$ cat src/rtl/alu_issue_ctrl.sv
// Request/response controller in front of a combinational 64-bit ALU.
// Decodes ALUOp/funct3/funct7[5], issues for one cycle, returns result/zero or an error.
module alu_issue_ctrl #(
    parameter int unsigned WIDTH = 64,
    parameter int unsigned CNT_W = 16
) (
    input  logic             clk,
    input  logic             rst_n,
    input  logic             req_valid,
    output logic             req_ready,
    input  logic [1:0]       req_aluop,
    input  logic [2:0]       req_funct3,
    input  logic             req_funct7_b5,
    input  logic [WIDTH-1:0] req_a,
    input  logic [WIDTH-1:0] req_b,
    output logic [WIDTH-1:0] alu_in1,
    output logic [WIDTH-1:0] alu_in2,
    output logic [3:0]       alu_c,
    input  logic [WIDTH-1:0] alu_result,
    input  logic             alu_zero,
    output logic             rsp_valid,
    input  logic             rsp_ready,
    output logic [WIDTH-1:0] rsp_result,
    output logic             rsp_zero,
    output logic             rsp_err,
    output logic [CNT_W-1:0] op_count
);

    typedef enum logic [1:0] {StIdle, StExec, StResp} state_e;

    state_e           state_q, state_d;
    logic [WIDTH-1:0] in1_q, in1_d;
    logic [WIDTH-1:0] in2_q, in2_d;
    logic [3:0]       c_q, c_d;
    logic [WIDTH-1:0] result_q, result_d;
    logic             zero_q, zero_d;
    logic             err_q, err_d;
    logic [CNT_W-1:0] count_q, count_d;

    logic             dec_legal;
    logic [3:0]       dec_c;

    always_comb begin
        dec_legal = 1'b1;
        dec_c     = 4'b0010;
        unique case (req_aluop)
            2'b00: dec_c = 4'b0010;
            2'b01: dec_c = 4'b0110;
            2'b10: begin
                unique case ({req_funct7_b5, req_funct3})
                    4'b0_000: dec_c = 4'b0010;
                    4'b1_000: dec_c = 4'b0110;
                    4'b0_111: dec_c = 4'b0000;
                    4'b0_110: dec_c = 4'b0001;
                    default:  dec_legal = 1'b0;
                endcase
            end
            default: dec_legal = 1'b0;
        endcase
    end

    always_comb begin
        state_d  = state_q;
        in1_d    = in1_q;
        in2_d    = in2_q;
        c_d      = c_q;
        result_d = result_q;
        zero_d   = zero_q;
        err_d    = err_q;
        count_d  = count_q;
        unique case (state_q)
            StIdle: begin
                if (req_valid) begin
                    if (dec_legal) begin
                        in1_d   = req_a;
                        in2_d   = req_b;
                        c_d     = dec_c;
                        state_d = StExec;
                    end else begin
                        // Illegal encodings never reach the ALU; its inputs keep their old values.
                        result_d = '0;
                        zero_d   = 1'b0;
                        err_d    = 1'b1;
                        state_d  = StResp;
                    end
                end
            end
            StExec: begin
                result_d = alu_result;
                zero_d   = alu_zero;
                err_d    = 1'b0;
                state_d  = StResp;
            end
            StResp: begin
                if (rsp_ready) begin
                    count_d = count_q + CNT_W'(1);
                    state_d = StIdle;
                end
            end
            default: state_d = StIdle;
        endcase
    end

    always_ff @(posedge clk or negedge rst_n) begin
        if (!rst_n) begin
            state_q  <= StIdle;
            in1_q    <= '0;
            in2_q    <= '0;
            c_q      <= 4'b0000;
            result_q <= '0;
            zero_q   <= 1'b0;
            err_q    <= 1'b0;
            count_q  <= '0;
        end else begin
            state_q  <= state_d;
            in1_q    <= in1_d;
            in2_q    <= in2_d;
            c_q      <= c_d;
            result_q <= result_d;
            zero_q   <= zero_d;
            err_q    <= err_d;
            count_q  <= count_d;
        end
    end

    assign req_ready  = (state_q == StIdle);
    assign rsp_valid  = (state_q == StResp);
    assign alu_in1    = in1_q;
    assign alu_in2    = in2_q;
    assign alu_c      = c_q;
    assign rsp_result = result_q;
    assign rsp_zero   = zero_q;
    assign rsp_err    = err_q;
    assign op_count   = count_q;

endmodule

$ cat config.mk
export PLATFORM = sky130hd
export DESIGN_NAME = alu_issue_ctrl
export DESIGN_NICKNAME = d
export VERILOG_FILES = /design/src/rtl/alu_issue_ctrl.sv
export SDC_FILE = /design/constraint.sdc
export NUM_CORES = 1
export LEC_CHECK = 0
export ABC_CLOCK_PERIOD_IN_PS = 2300
export CAP_MARGIN = 10
export CORE_AREA = 2 2 161 163
export DETAILED_ROUTE_END_ITERATION = 7
export DIE_AREA = 0 0 163 165
export GPL_TIMING_DRIVEN = 0
export PLACE_DENSITY = 0.8
export REMOVE_ABC_BUFFERS = 1
export SETUP_SLACK_MARGIN = 0.2
export SLEW_MARGIN = 5
export SYNTH_ARGS = -nofsm -noshare
export SYNTH_HDL_FRONTEND = slang
export SYNTH_SLANG_ARGS = --single-unit
$ cat constraint.sdc
create_clock -name clk -period 2.3 [get_ports clk]
set_input_delay 0.575 -clock clk [delete_from_list [all_inputs] [get_ports clk]]
set_output_delay 0.575 -clock clk [all_outputs]
set_load 0.01 [all_outputs]
==> metrics.log <==
[metrics] result of the run: complete, but fails checks
[metrics] violated checks: setup timing
[metrics] Syn Area/Cell: between 10 and 15 sq um
[metrics] worst-skew pair later-pin latency: 510 ps
[metrics] Setup crit end: alu_in2[54]
[metrics] 1st-pass router iterations: 4
[metrics] antenna violations before repair: 1
[metrics] power density cells: 1217 nW/um^2
[metrics] via-per-instance ratio: about 4.7
[metrics] final core occ: 0.5971
[metrics] Crit path required time: approximately 2700 ps
[metrics] number of nets still failing antenna checks after routing: 0
[metrics] routed length per placed instance: 19.19 um
[metrics] total clock buffers created by CTS: 24
[metrics] number of DRC markers after the initial detailed-route iteration: between 300 and 400
[metrics] area added between synthesis and finish: 79.06%
[metrics] fraction of registers with async set or reset after synthesis: 1.000
[metrics] aggregate global-route resource usage: 0.1912
[metrics] cell with the largest stage delay on the worst path: or4b_4
[metrics] Layout fillers: 1,873
[metrics] post-route cell area: about 15,000 sq um
[metrics] sequential fraction of the synthesis area: 0.6445
[metrics] Detailed Place HPWL: between 15 and 20 mm
[metrics] core box area: 25,040 sq um
[metrics] element type at the critical path end: flip-flop
[metrics] most used standard cell by instance count after synthesis: dfrtp_1
[metrics] kind of start point of the critical path: input pin
[metrics] number of buffers inserted by hold repair at cts: 0
[metrics] library cell used as clock root buffer: clkbuf_16
[metrics] number of global-route vias before repair: between 7,000 and 8,000
[metrics] I/O Buffers: 417
[metrics] maximum number of pins on one net before global-route repair: roughly 110
[metrics] Area after DPL: between 10,000 and 15,000 sq um
[metrics] max-slew violation count: 0
[metrics] initial standard-cell utilization of the core: 0.3334
[metrics] horizontal extent of the die: between 150 and 200 um
[metrics] H-tree depth: 1
[metrics] worst slew margin relative to its limit: 0.4449
[metrics] classification of the worst-slack hold path: input pin to async pin
[metrics] Critical path origin: req_funct3[0]
[metrics] total standard cell area after synthesis: between 8000 and 9000 sq um
[metrics] ranking of synthesized cells by instance count: 215 x dfrtp_1, 139 x nand2_1, 75 x mux2_2
[metrics] transition at the pin with the smallest max-transition slack: around 830 ps
[metrics] register bit count reported by yosys: 215
[metrics] count of flip-flops with a built-in enable after synthesis: 0
[metrics] fraction of final layout cells with drive strength greater than 1: 0.2144
[metrics] startpoint-to-endpoint class of the critical path: input pin to flip-flop
[metrics] die area: about 27,000 sq um
[metrics] VDD IR-drop max: approximately 0.72 mV
[metrics] launch point of the worst reg-to-reg path: state_q[1]
[metrics] Post-route DRC: 0
[metrics] total detailed-routing wirelength: between 20 and 30 mm
[metrics] top area cells in the synthesized netlist: dfrtp_1 64%, mux2_2 10%, mux2_1 7.4%
[metrics] clock tree from TritonCTS: yes
[metrics] crit path cell chain: dlygate4sd2_1 -> or4b_4 -> a311oi_4 -> clkbuf_16 -> buf_12 -> buf_12 -> buf_12 -> buf_12 -> buf_12 -> buf_12 -> mux2_4
[metrics] remaining global-route overflow: 0
[metrics] global-route wire length before repair: 40.19 mm
[metrics] final hold violation count: 0
[metrics] dominant register cell in the synthesized netlist: dfrtp_1
[metrics] top fanout value on the critical path: 7
[metrics] final net count: roughly 1,300
[metrics] number of max-capacitance violations reported: 0
[metrics] stage delay of the slowest cell on the critical path: around 540 ps
[metrics] FF-to-FF setup slack: -100 ps
[metrics] area share of the largest cell type after synthesis: 0.6445
[metrics] Crit Reg-Reg Endpoint: alu_in2[54]
[metrics] YS warnings: 0
[metrics] number of cell rows: 58
[metrics] R2R cell count: 10
[metrics] number of top-level pins: 419
[metrics] RSZ-0062 raised after global routing: true
[metrics] final setup vio count: 84
[metrics] maximum clock insertion buffer count: 3
[metrics] Final Cycle Share: 1.054
[metrics] RD Place Congestion: 0.7779
[metrics] gate count of the mapped netlist: 652
[metrics] arrival time of data at the critical path endpoint: between 2000 and 3000 ps
[metrics] final setup skew: about 18 ps
[metrics] y dimension of the die: about 170 um
[metrics] min Tclk post-route: 2423 ps
[metrics] total via count in the routed design: a little under 7,000
[metrics] leakage power: 6.576 nW
[metrics] cell repeated most along the worst path: buf_12
[metrics] clock slew at the register clock pins of the worst setup and hold paths: about 60 ps
[metrics] cell type contributing the most total cell area after synthesis: dfrtp_1
[metrics] Sinks on Clock Net: 215
[metrics] Worst Setup Slack, final: -123.4 ps
[metrics] fmax: a little over 0.4 GHz
[metrics] unique cell type count in the Yosys netlist: 32
==> per-layer routing <==
metal,vias to the layer above,routed length (um),part of all wire,track usage
li1,3140,-,-,-
met1,3373,10540,0.37,0.2175
met2,294,14490,0.51,0.3438
met3,52,2392,0.085,0.05977
met4,0,769,0.027,0.05792
met5,-,0,0,0
==> area by class of cell <==
type,count,area (sq um),share of cell area
multi-input combinational,398,3197,0.2139
timing repair buffer,477,5085,0.3402
sequential,215,5383,0.3601
clock buffer,35,743.2,0.04972
tap,330,412.9,0.02762
clock inverter,9,107.6,0.007198
inverter,4,17.52,0.001172
antenna,1,2.502,0.0001674
==> where the power goes <==
part	switching [mW]	total (mW)	internal, mW
clock	1.57	4.04	2.47
combinational	2.91	7.82	4.92
sequential	0.953	6.33	5.38
==> kinds of logic after synthesis <==
group | Yosys count | share of synthesized area
flip-flops | 215 | 0.6445
multiplexers | 130 | 0.1754
other | 1 | 0.0004492
AND/OR/NAND/NOR | 172 | 0.08453
adder cells (fa/ha/maj) | 5 | 0.007494
AO/OA/AOI/OAI | 74 | 0.04661
buffers and inverters | 40 | 0.02533
XOR/XNOR | 15 | 0.01574
==> critical path: cells and delay by family <==
kind	cells	cell delay [ps]
AO/OA/AOI/OAI	1	270
AND/OR/NAND/NOR	1	540
buffers and inverters	8	1100
multiplexers	1	300
==> timing repair <==
action | 4_1_cts | 5_1_grt
gates cloned | 5 | 2
setup buffers | 28 | 13
pin swaps | 4 | 5
endpoints found under the setup margin | 216 | 139
resized for setup | 117 | 68
==> per-stage QoR <==
stage / instances / setup slack (ps) / hold slack [ps] / setup TNS, ps / power [mW]
6_report: 1469 / -123.4 / 91.09 / -5562 / 18.20
3_3_place_gp: 1363 / -8916 / 466.2 / -3206910 / 12.89
4_1_cts: 1453 / -162.4 / 160.9 / -7965 / 17.86
2_1_floorplan: 616 / -5611 / 279.4 / -800240 / 8.708
5_1_grt: 1469 / -169.3 / 178.8 / -9436 / 19.12
3_5_place_dp: 1376 / -2101 / 472.4 / -256250 / 13.10
==> how the worst min path moves through the flow <==
stage	start	to	slack [ps]	depth (start not counted)
detailed placement	op_count[15]	op_count[15]	470	1
global route	rst_n	alu_in2[55]	180	1
CTS	rst_n	alu_in2[52]	160	1
finish	rst_n	alu_in2[52]	90	1
floorplan	rst_n	alu_c[0]	280	0
global placement	alu_in2[59]	alu_in2[59]	470	1
==> sequential cells by signal, indices dropped and copies added (netlist names) <==
name and cells:
rsp_err 1, state_q 2, alu_in1 64, rsp_result 64
rsp_zero 1, alu_c 3, alu_in2 64, op_count 16
==> cells in the final DEF (no fill, tap or decap), drive strengths merged, types with 3 or more instances in the layout <==
| cell | count |
|---|---|
| clkdlybuf4s50 | 389 |
| dfrtp | 215 |
| nand2 | 139 |
| mux2 | 130 |
| a21oi | 68 |
| buf | 60 |
| clkbuf | 38 |
| dlygate4sd2 | 14 |
| xnor2 | 10 |
| nor2 | 10 |
| dlymetal6s2s | 9 |
| nand3 | 8 |
| xor2 | 5 |
| ha | 5 |
| clkinv | 5 |
| inv | 4 |
| nand2b | 3 |
Power figures use the tool's default switching activity.
